**src/rtl/csa_result_accumulator_if.sv**
```systemverilog
// csa_result_accumulator_if: sample-in / total-out handshake bundle for the accumulator
//   master drives start, in_valid, Sum, Cout, out_ready
//   slave  drives in_ready, acc_out, overflow, sample_cnt, out_valid, busy
interface csa_result_accumulator_if #(
    parameter int CNT_W = 8
);
    logic             start;
    logic             in_valid;
    logic             in_ready;
    logic [39:0]      Sum;
    logic             Cout;
    logic [39:0]      acc_out;
    logic             overflow;
    logic [CNT_W-1:0] sample_cnt;
    logic             out_valid;
    logic             out_ready;
    logic             busy;
    modport master (
        output start, in_valid, Sum, Cout, out_ready,
        input  in_ready, acc_out, overflow, sample_cnt, out_valid, busy
    );
    modport slave (
        input  start, in_valid, Sum, Cout, out_ready,
        output in_ready, acc_out, overflow, sample_cnt, out_valid, busy
    );
endinterface

```
**src/rtl/csa_result_accumulator.sv**
```systemverilog
// csa_result_accumulator: sums N_SAMPLES 33-bit {Cout, Sum[31:0]} samples into a 40-bit total
//   clk, rst : rising-edge clock, synchronous active-high reset
//   bus      : slave side of csa_result_accumulator_if (sample handshake, total handshake, status)
module csa_result_accumulator #(
    parameter int N_SAMPLES = 16,
    parameter int CNT_W     = 8
) (
    input logic                     clk,
    input logic                     rst,
    csa_result_accumulator_if.slave bus
);
    typedef enum logic [1:0] {IDLE, ACCUM, DONE} state_t;
    localparam logic [CNT_W-1:0] LAST = CNT_W'(N_SAMPLES - 1);
    state_t           state_q, state_d;
    logic [39:0]      acc_q, acc_d;
    logic             ovf_q, ovf_d;
    logic [CNT_W-1:0] cnt_q, cnt_d;
    logic             busy_q, busy_d;
    logic [40:0]      sample, sum_ext;
    logic             clear;
    logic             unused_sum_hi;
    // The adder's headroom byte carries no information for this consumer.
    assign unused_sum_hi  = ^bus.Sum[39:32];
    // A start in ACCUM restarts the run, so the concurrent beat must be refused.
    assign bus.in_ready   = state_q == ACCUM && !bus.start && !rst;
    assign bus.out_valid  = state_q == DONE;
    assign bus.acc_out    = acc_q;
    assign bus.overflow   = ovf_q;
    assign bus.sample_cnt = cnt_q;
    assign bus.busy       = busy_q;
    always_comb begin
        sample  = {8'd0, bus.Cout, bus.Sum[31:0]};
        sum_ext = {1'b0, acc_q} + sample;
        state_d = state_q;
        acc_d   = acc_q;
        ovf_d   = ovf_q;
        cnt_d   = cnt_q;
        clear   = 1'b0;
        case (state_q)
            IDLE: begin
                clear   = bus.start;
                state_d = bus.start ? ACCUM : IDLE;
            end
            ACCUM: begin
                clear = bus.start;
                if (!bus.start && bus.in_valid) begin
                    acc_d   = sum_ext[39:0];
                    ovf_d   = ovf_q | sum_ext[40];
                    cnt_d   = cnt_q + 1'b1;
                    state_d = cnt_q == LAST ? DONE : ACCUM;
                end
            end
            DONE: begin
                // A start is only honoured together with the output handshake.
                clear   = bus.out_ready && bus.start;
                state_d = !bus.out_ready ? DONE : bus.start ? ACCUM : IDLE;
            end
            default: state_d = IDLE;
        endcase
        if (clear) begin
            acc_d = '0;
            ovf_d = 1'b0;
            cnt_d = '0;
        end
        busy_d = state_d == ACCUM;
    end
    always_ff @(posedge clk) begin
        if (rst) begin
            state_q <= IDLE;
            acc_q   <= '0;
            ovf_q   <= 1'b0;
            cnt_q   <= '0;
            busy_q  <= 1'b0;
        end else begin
            state_q <= state_d;
            acc_q   <= acc_d;
            ovf_q   <= ovf_d;
            cnt_q   <= cnt_d;
            busy_q  <= busy_d;
        end
    end
endmodule

```
**src/flat_wrapper.sv**
```systemverilog
// flat-port wrapper written by rule: the top's interface ports become plain ports
module csa_result_accumulator_flat 
#(
    parameter int N_SAMPLES = 16,
    parameter int CNT_W     = 8
)
  (clk, rst, bus_start, bus_in_valid, bus_Sum, bus_Cout, bus_out_ready, bus_in_ready, bus_acc_out, bus_overflow, bus_sample_cnt, bus_out_valid, bus_busy);
  csa_result_accumulator_if #(.CNT_W(CNT_W)) bus_i ();
  input logic clk;
  input logic rst;
  input wire logic [$bits(bus_i.start)-1:0] bus_start;
  input wire logic [$bits(bus_i.in_valid)-1:0] bus_in_valid;
  input wire logic [$bits(bus_i.Sum)-1:0] bus_Sum;
  input wire logic [$bits(bus_i.Cout)-1:0] bus_Cout;
  input wire logic [$bits(bus_i.out_ready)-1:0] bus_out_ready;
  output wire logic [$bits(bus_i.in_ready)-1:0] bus_in_ready;
  output wire logic [$bits(bus_i.acc_out)-1:0] bus_acc_out;
  output wire logic [$bits(bus_i.overflow)-1:0] bus_overflow;
  output wire logic [$bits(bus_i.sample_cnt)-1:0] bus_sample_cnt;
  output wire logic [$bits(bus_i.out_valid)-1:0] bus_out_valid;
  output wire logic [$bits(bus_i.busy)-1:0] bus_busy;
  assign bus_i.start = bus_start;
  assign bus_i.in_valid = bus_in_valid;
  assign bus_i.Sum = bus_Sum;
  assign bus_i.Cout = bus_Cout;
  assign bus_i.out_ready = bus_out_ready;
  assign bus_in_ready = bus_i.in_ready;
  assign bus_acc_out = bus_i.acc_out;
  assign bus_overflow = bus_i.overflow;
  assign bus_sample_cnt = bus_i.sample_cnt;
  assign bus_out_valid = bus_i.out_valid;
  assign bus_busy = bus_i.busy;
  csa_result_accumulator #(.N_SAMPLES(N_SAMPLES), .CNT_W(CNT_W)) u_core (.clk(clk), .rst(rst), .bus(bus_i));
endmodule
```
**config.mk**
```make
export PLATFORM = sky130hd
export DESIGN_NAME = csa_result_accumulator_flat
export DESIGN_NICKNAME = d
export VERILOG_FILES = /design/src/rtl/csa_result_accumulator_if.sv /design/src/rtl/csa_result_accumulator.sv /design/src/flat_wrapper.sv
export SDC_FILE = /design/constraint.sdc
export NUM_CORES = 1
export LEC_CHECK = 0
export BUFFER_PORTS_ARGS = -buffer_cell sky130_fd_sc_hd__buf_2
export CAP_MARGIN = 15
export CORE_MARGIN = 5
export CORE_UTILIZATION = 49
export DETAILED_ROUTE_END_ITERATION = 8
export PLACE_DENSITY = 0.84
export SYNTH_ARGS = -nofsm -noshare
export SYNTH_HDL_FRONTEND = slang
export SYNTH_SLANG_ARGS = --single-unit
```
**constraint.sdc**
```tcl
create_clock -name clk -period 2.27 [get_ports clk]
set_input_delay 0.227 -clock clk [delete_from_list [all_inputs] [get_ports clk]]
set_output_delay 0.227 -clock clk [all_outputs]
set_load 0.005 [all_outputs]
```
==> flow_summary.ini, run 1 <==
[sta]
fin_skew_ns = 0.00636
maxSlewViolCount = 0
setup_slack_ns = -0.200
min_period_ns = 2.47
timing.fmax_mhz = 405
worst_pin_slew_ns = 0.514
max_slew_margin_pct = 65.5
timing_hold_violations_final = 0
rsz0062_at_grt = true
setup_viol = 21
finalCritPeriodShare_pct = 109

[power]
p_leak_uw = 0.00252
power.density_nw_per_um2 = 363
ir_drop_mv = 0.244

[synthesis]
synth_area_leader_cell = dfxtp_1
synth_fp_nets = 566
yosysWarnings = 0
synth_cell_types = 64
yosysTopAreaCellShare_pct = 27.2
synthFlopType = dfxtp_1
async_flop_share_pct = 0
synthXorXnorAreaFrac_pct = 7.78
synth_area_per_cell_um2 = 7.89
synth_cells = 485
ys_seq_area_share_pct = 27.2
synth-edff-count = 0
synth_top_family_by_area = compound AO/OA/AOI/OAI gates
synth_compound_area_share_pct = 25.9
yosys-top-cells-area = dfxtp_1 27%, ha_1 11%, a21oi_1 7.5%
synth_seq_cells = 52
synthAdderAreaFrac_pct = 11.6
synth_area_um2 = 3830
synthMuxAreaShare_pct = 1.08
yosys.area_share.simple_pct = 23.2

[die]
die_area_um2 = 9680
start_util_pct = 49.8
die_w_um = 98.4
pin_count = 98
core_area_um2 = 7690
rows = 32
fp.dieH_um = 98.4

[layout]
nets = 730
final_cells = 752
drive_above_1_share_pct = 41.5
diodes = 0
syn2layout_area_growth_pct = 45.4
regArea_um2 = 1050
multi_input_area_um2 = 3100
fillers = 594

[grt]
grt.overflow.total = 0
grt.total_usage_pct = 22.8
grt_max_degree = 30
antenna_found_initial = 0
first_global_vias = 4143
grt_pass1_wl_um = 18800

[placed_design]
pre_cts_slack_ns = -0.177
placed_cells = 731
port_buffers = 89
gp_congestion = 0.912
hpwl_um = 8610

[setup_path]
required_ns = 2.47
crit_top_cell = nor3b_2
worst_setup_path_end_kind = register
startpoint_type = register
crit_path_top_delay_cell = a2111oi_4
arrival_ns = 2.67
path_cells = ha_1, a21o_1, a221o_1, nor3b_2, a2111oi_4, nor3b_2, o21ai_2, buf_4, o41ai_2
crit_family = compound AO/OA/AOI/OAI gates
worstSetupPathType = reg -> reg
critical_path.max_stage_delay_ns = 0.42
critPathMaxFanout = 2
crit_buf_inv = 1

[routing]
ant_nets = 0
dr.pass1.iters = 4
vias = 4363
drt_iter0_drc = 260
wl_per_cell_um = 16.6
finalWirelength_um = 12500
via_per_inst = 5.80
drcViolationCount = 0

[cts]
clk_pin_slew_ns = 0.10
cts_tree = yes
clock_latency_ns = 0.31
cts_max_level = 2
cts_root_buf = clkbuf_8
numCtsBuffers = 5
cts.path.max_buffers = 2
clock_sink_count = 52

[status]
violations = setup timing
status = finished, violations left

[min_path]
hp-class = in -> reg

[flow_run]
max_cap_violations = 0
[final timing paths]
path,startpoint,endpoint,slack [ns],cells past startpoint
max,u_core.bus.acc_out[13]$_SDFFE_PP0P_,u_core.bus.overflow$_SDFFE_PP0P_,-0.20,9
min,rst,u_core.state_q[0]$_SDFF_PP0_,0.15,2
max reg2reg,u_core.bus.acc_out[13]$_SDFFE_PP0P_,u_core.bus.overflow$_SDFFE_PP0P_,-0.20,9
min reg2reg,u_core.bus.overflow$_SDFFE_PP0P_,u_core.bus.overflow$_SDFFE_PP0P_,0.48,2
[cell families after synthesis]
family	Yosys count
muxes	4
xor gates and xnor gates	34
adders and majority gates	35
DFF	52
AOI/OAI and AO/OA	146
and+or+nand+nor	181
buffers and inverters	33
[layout by cell type (no fill, tap or decap), types with 6 or more instances in the layout]
cell,count
buf_2,89
buf_4,82
nand2_1,66
dfxtp_1,44
a21oi_1,41
nor2_1,32
nand3_1,23
xnor2_1,21
ha_1,19
a21o_1,18
ha_4,15
a21oi_2,14
inv_1,13
xor2_1,12
o21ai_1,11
nand4_1,11
nand2b_1,7
o21bai_1,7
dfxtp_2,7
o21ai_2,6
buf_6,6
[flip-flops by register name, indices dropped and copies added (netlist names)]
register and flops:
u_core.bus.acc_out 40, u_core.bus.busy 1, u_core.state_q 2, u_core.bus.overflow 1, u_core.bus.sample_cnt 8
[synthesized netlist by cell type (2+ instances only)]
cell and number:
dfxtp_1 52, a211oi_1 5, a21oi_2 2, a31oi_1 5, nand3b_1 2, nand2_1 67
nand3_1 26, o211ai_1 4, clkbuf_1 17, xnor2_1 22, o21a_1 2, o21bai_1 8
nor3b_2 2, xor2_1 12, a21o_1 18, o21ai_1 4, a21boi_0 2, o21ai_0 17
nor4_1 3, nor2b_1 2, a31o_2 2, a21oi_1 57, or2_2 2, and3_1 6
nand2b_1 7, nand4_1 11, mux2i_1 3, buf_1 3, nor3_1 5, nor2_1 35
and2_1 4, inv_1 13, ha_1 34
[area by class of cell]
| class | count | share of cell area [%] |
|---|---|---|
| repair buffers | 177 | 20.3 |
| inverters | 13 | 0.877 |
| clock inverters | 2 | 0.629 |
| well taps | 102 | 2.29 |
| flip-flops and latches | 52 | 18.9 |
| multi-input cells | 400 | 55.7 |
| clock buffers | 6 | 1.30 |
[layer usage]
layer | vias up | GRT usage, % | share of wire [%]
li1 | 2078 | - | -
met1 | 2048 | 27.1 | 39
met2 | 192 | 41.1 | 51
met3 | 45 | 4.07 | 6.8
met4 | 0 | 7.77 | 3.1
met5 | - | 0 | 0
[through the flow]
step	total power [uW]	util (%)	cell area, um2	hold slack (ns)	setup TNS [ns]
finish	2020	72.4	5570	0.154	-1.83
floorplan	1160	-	3860	0.299	-0.0125
global route	2100	72.4	5570	0.160	-4.23
CTS	1980	67.9	5220	0.151	-0.792
global placement	1300	64.1	4930	0.443	-1.23
detailed placement	1320	64.1	4930	0.460	-2.43
[report_power, final]
part	leakage [uW]	switching [uW]	total [uW]	internal (uW)
registers	0.000424	9.77	931	922
logic	0.00205	233	432	199
clock network	0.0000552	328	657	328
[timing repair]
item                                   CTS  global route
setup endpoints to repair               25            30
endpoints found under the hold margin    0             0
gates cloned                             0             0
buffers inserted                         4             9
resized for setup                       30            57
pin swaps                               15            41
hold buffers                             0             0
Note: power is estimated with default switching activity, not from simulation.
==> inputs of run 2 (changes only) <==
clock period = 2.05 ns   (was 2.27 ns; I/O delays follow)
==> flow_summary.ini, run 2 (synthesized netlist as in run 1, its figures left out) <==
[routing]
wl_per_cell_um = 17.8
drt_iter0_drc = 337
via_per_inst = 5.82
ant_nets = 0
dr.pass1.iters = 5
vias = 4619
finalWirelength_um = 14100
drcViolationCount = 0

[sta]
fin_skew_ns = 0.0190
setup_slack_ns = -0.394
rsz0062_at_grt = true
setup_viol = 33
hold_slack_ns = 0.124
timing_hold_violations_final = 0
timing.fmax_mhz = 409
worst_pin_slew_ns = 0.468
tns_ns = -7.47
max_slew_margin_pct = 68.5
finalCritPeriodShare_pct = 119
min_period_ns = 2.44
maxSlewViolCount = 0

[layout]
drive_above_1_share_pct = 47.8
nets = 771
final_common_cell = buf_4
layout_common_cells = 117 x buf_4, 89 x buf_2, 63 x nand2_1
diodes = 0
largest_reg_flops = 40
finish.utilization_pct = 78.5
syn2layout_area_growth_pct = 57.5
final_cell_area_um2 = 6030

[grt]
grt.overflow.total = 0
antenna_found_initial = 0
first_global_vias = 4642
grt_max_degree = 30
grt.total_usage_pct = 26.4
grt_pass1_wl_um = 21300

[setup_path]
startpoint_type = register
crit_path_top_delay_cell = a2111oi_4
r2r-start = u_core.bus.acc_out[0]$_SDFFE_PP0P_
crit_family = compound AO/OA/AOI/OAI gates
arrival_ns = 2.69
crit_top_cell = o21ai_2
path_cells = ha_4, fa_2, a21oi_4, o21ai_2, a21oi_2, o21ai_4, a2111oi_4, nor3b_2, o21ai_2, mux2i_1
critPathMaxFanout = 4
worst_r2r_endpoint = u_core.bus.acc_out[36]$_SDFFE_PP0P_
critical_path.max_stage_delay_ns = 0.39
crit_buf_inv = 0
worst_setup_path_end_kind = register
r2r_slack_ns = -0.39
r2r_cells = 10
required_ns = 2.29
worstSetupPathType = reg -> reg

[cts]
clock_sink_count = 52
cts_root_buf = clkbuf_8
cts_hold_buffers = 0
cts_tree = yes
numCtsBuffers = 5
clk_pin_slew_ns = 0.11
clock_latency_ns = 0.31
cts_max_level = 2
cts.path.max_buffers = 2

[min_path]
min_from = rst
hp-class = in -> reg
hold_end = u_core.state_q[0]$_SDFF_PP0_
holdPathStages = 2

[die]
fp.dieH_um = 98.4
pin_count = 98
rows = 32
core_area_um2 = 7690
die_area_um2 = 9680
start_util_pct = 49.8
die_w_um = 98.4

[placed_design]
gp_congestion = 0.927
port_buffers = 89
placement.cell_area_um2 = 5200
hpwl_um = 9100
pre_cts_slack_ns = -0.467

[power]
p_leak_uw = 0.00283
power.density_nw_per_um2 = 367
ir_drop_mv = 0.443

[status]
status = finished, violations left
violations = setup timing

[flow_run]
max_cap_violations = 0
==> run 2: changes by cell type in the layout (fill, tap and decap cells not counted), sizes merged <==
cell,previous run,this run
buf,177,218
bufinv,1,0
clkbuf,6,5
clkinv,1,0
clkinvlp,0,1
inv,13,15
==> run 2: worst register-to-register path: cells and delay by family, from the launching register on <==
family          cells  cell delay [ns]
fa+ha+maj           2             0.53
compound gates      6             1.18
simple gates        1             0.12
mux                 1             0.22
flops               1             0.35
==> run 2: worst max-delay path by stage <==
| stage | depth (start not counted) | slack [ns] | end | start |
|---|---|---|---|---|
| after CTS | 10 | -0.35 | u_core.bus.acc_out[36]$_SDFFE_PP0P_ | u_core.bus.acc_out[0]$_SDFFE_PP0P_ |
| after global placement | 11 | -0.35 | u_core.bus.acc_out[36]$_SDFFE_PP0P_ | bus_Sum[0] |
| after global routing | 10 | -0.45 | u_core.bus.acc_out[36]$_SDFFE_PP0P_ | u_core.bus.acc_out[0]$_SDFFE_PP0P_ |
| after floorplan | 10 | -0.23 | u_core.bus.acc_out[36]$_SDFFE_PP0P_ | u_core.bus.acc_out[0]$_SDFFE_PP0P_ |
| after detailed placement | 11 | -0.47 | u_core.bus.acc_out[36]$_SDFFE_PP0P_ | bus_Sum[0] |
| final | 10 | -0.39 | u_core.bus.acc_out[36]$_SDFFE_PP0P_ | u_core.bus.acc_out[0]$_SDFFE_PP0P_ |
==> run 2: stage by stage <==
stage	power (uW)	instances
finish	2210	793
floorplan	1300	485
detailed placement	1490	758
global placement	1470	758
global route	2320	793
CTS	2170	785
==> run 2: cell type report <==
cell class / count / area [um2]
clock buffers: 5 / 68.8
multi-input cells: 400 / 3250
repair buffers: 218 / 1460
well taps: 102 / 128
clock inverters: 3 / 25.0
fillers: 492 / 1660
inverters: 13 / 48.8
flip-flops and latches: 52 / 1060
==> run 2: routing by layer <==
| layer | wire (um) | vias up | share of wire, % | global-route usage, % |
|---|---|---|---|---|
| met5 | 0 | - | 0 | 0 |
| met3 | 877 | 48 | 6.2 | 4.64 |
| met1 | 5500 | 2187 | 39 | 30.3 |
| met4 | 446 | 0 | 3.2 | 10.6 |
| li1 | - | 2164 | - | - |
| met2 | 7300 | 220 | 52 | 48.1 |
==> run 2: where the power goes <==
part	switching [uW]	total (uW)	leakage, uW	internal (uW)
logic	290	543	0.00236	252
clock network	390	641	0.0000452	251
registers	10.7	1030	0.000426	1020
==> run 2: timing repair <==
action | in CTS | in global routing
endpoints found under the setup margin | 30 | 36
setup buffers | 21 | 9
gates resized for setup | 66 | 46
pin swaps | 52 | 28
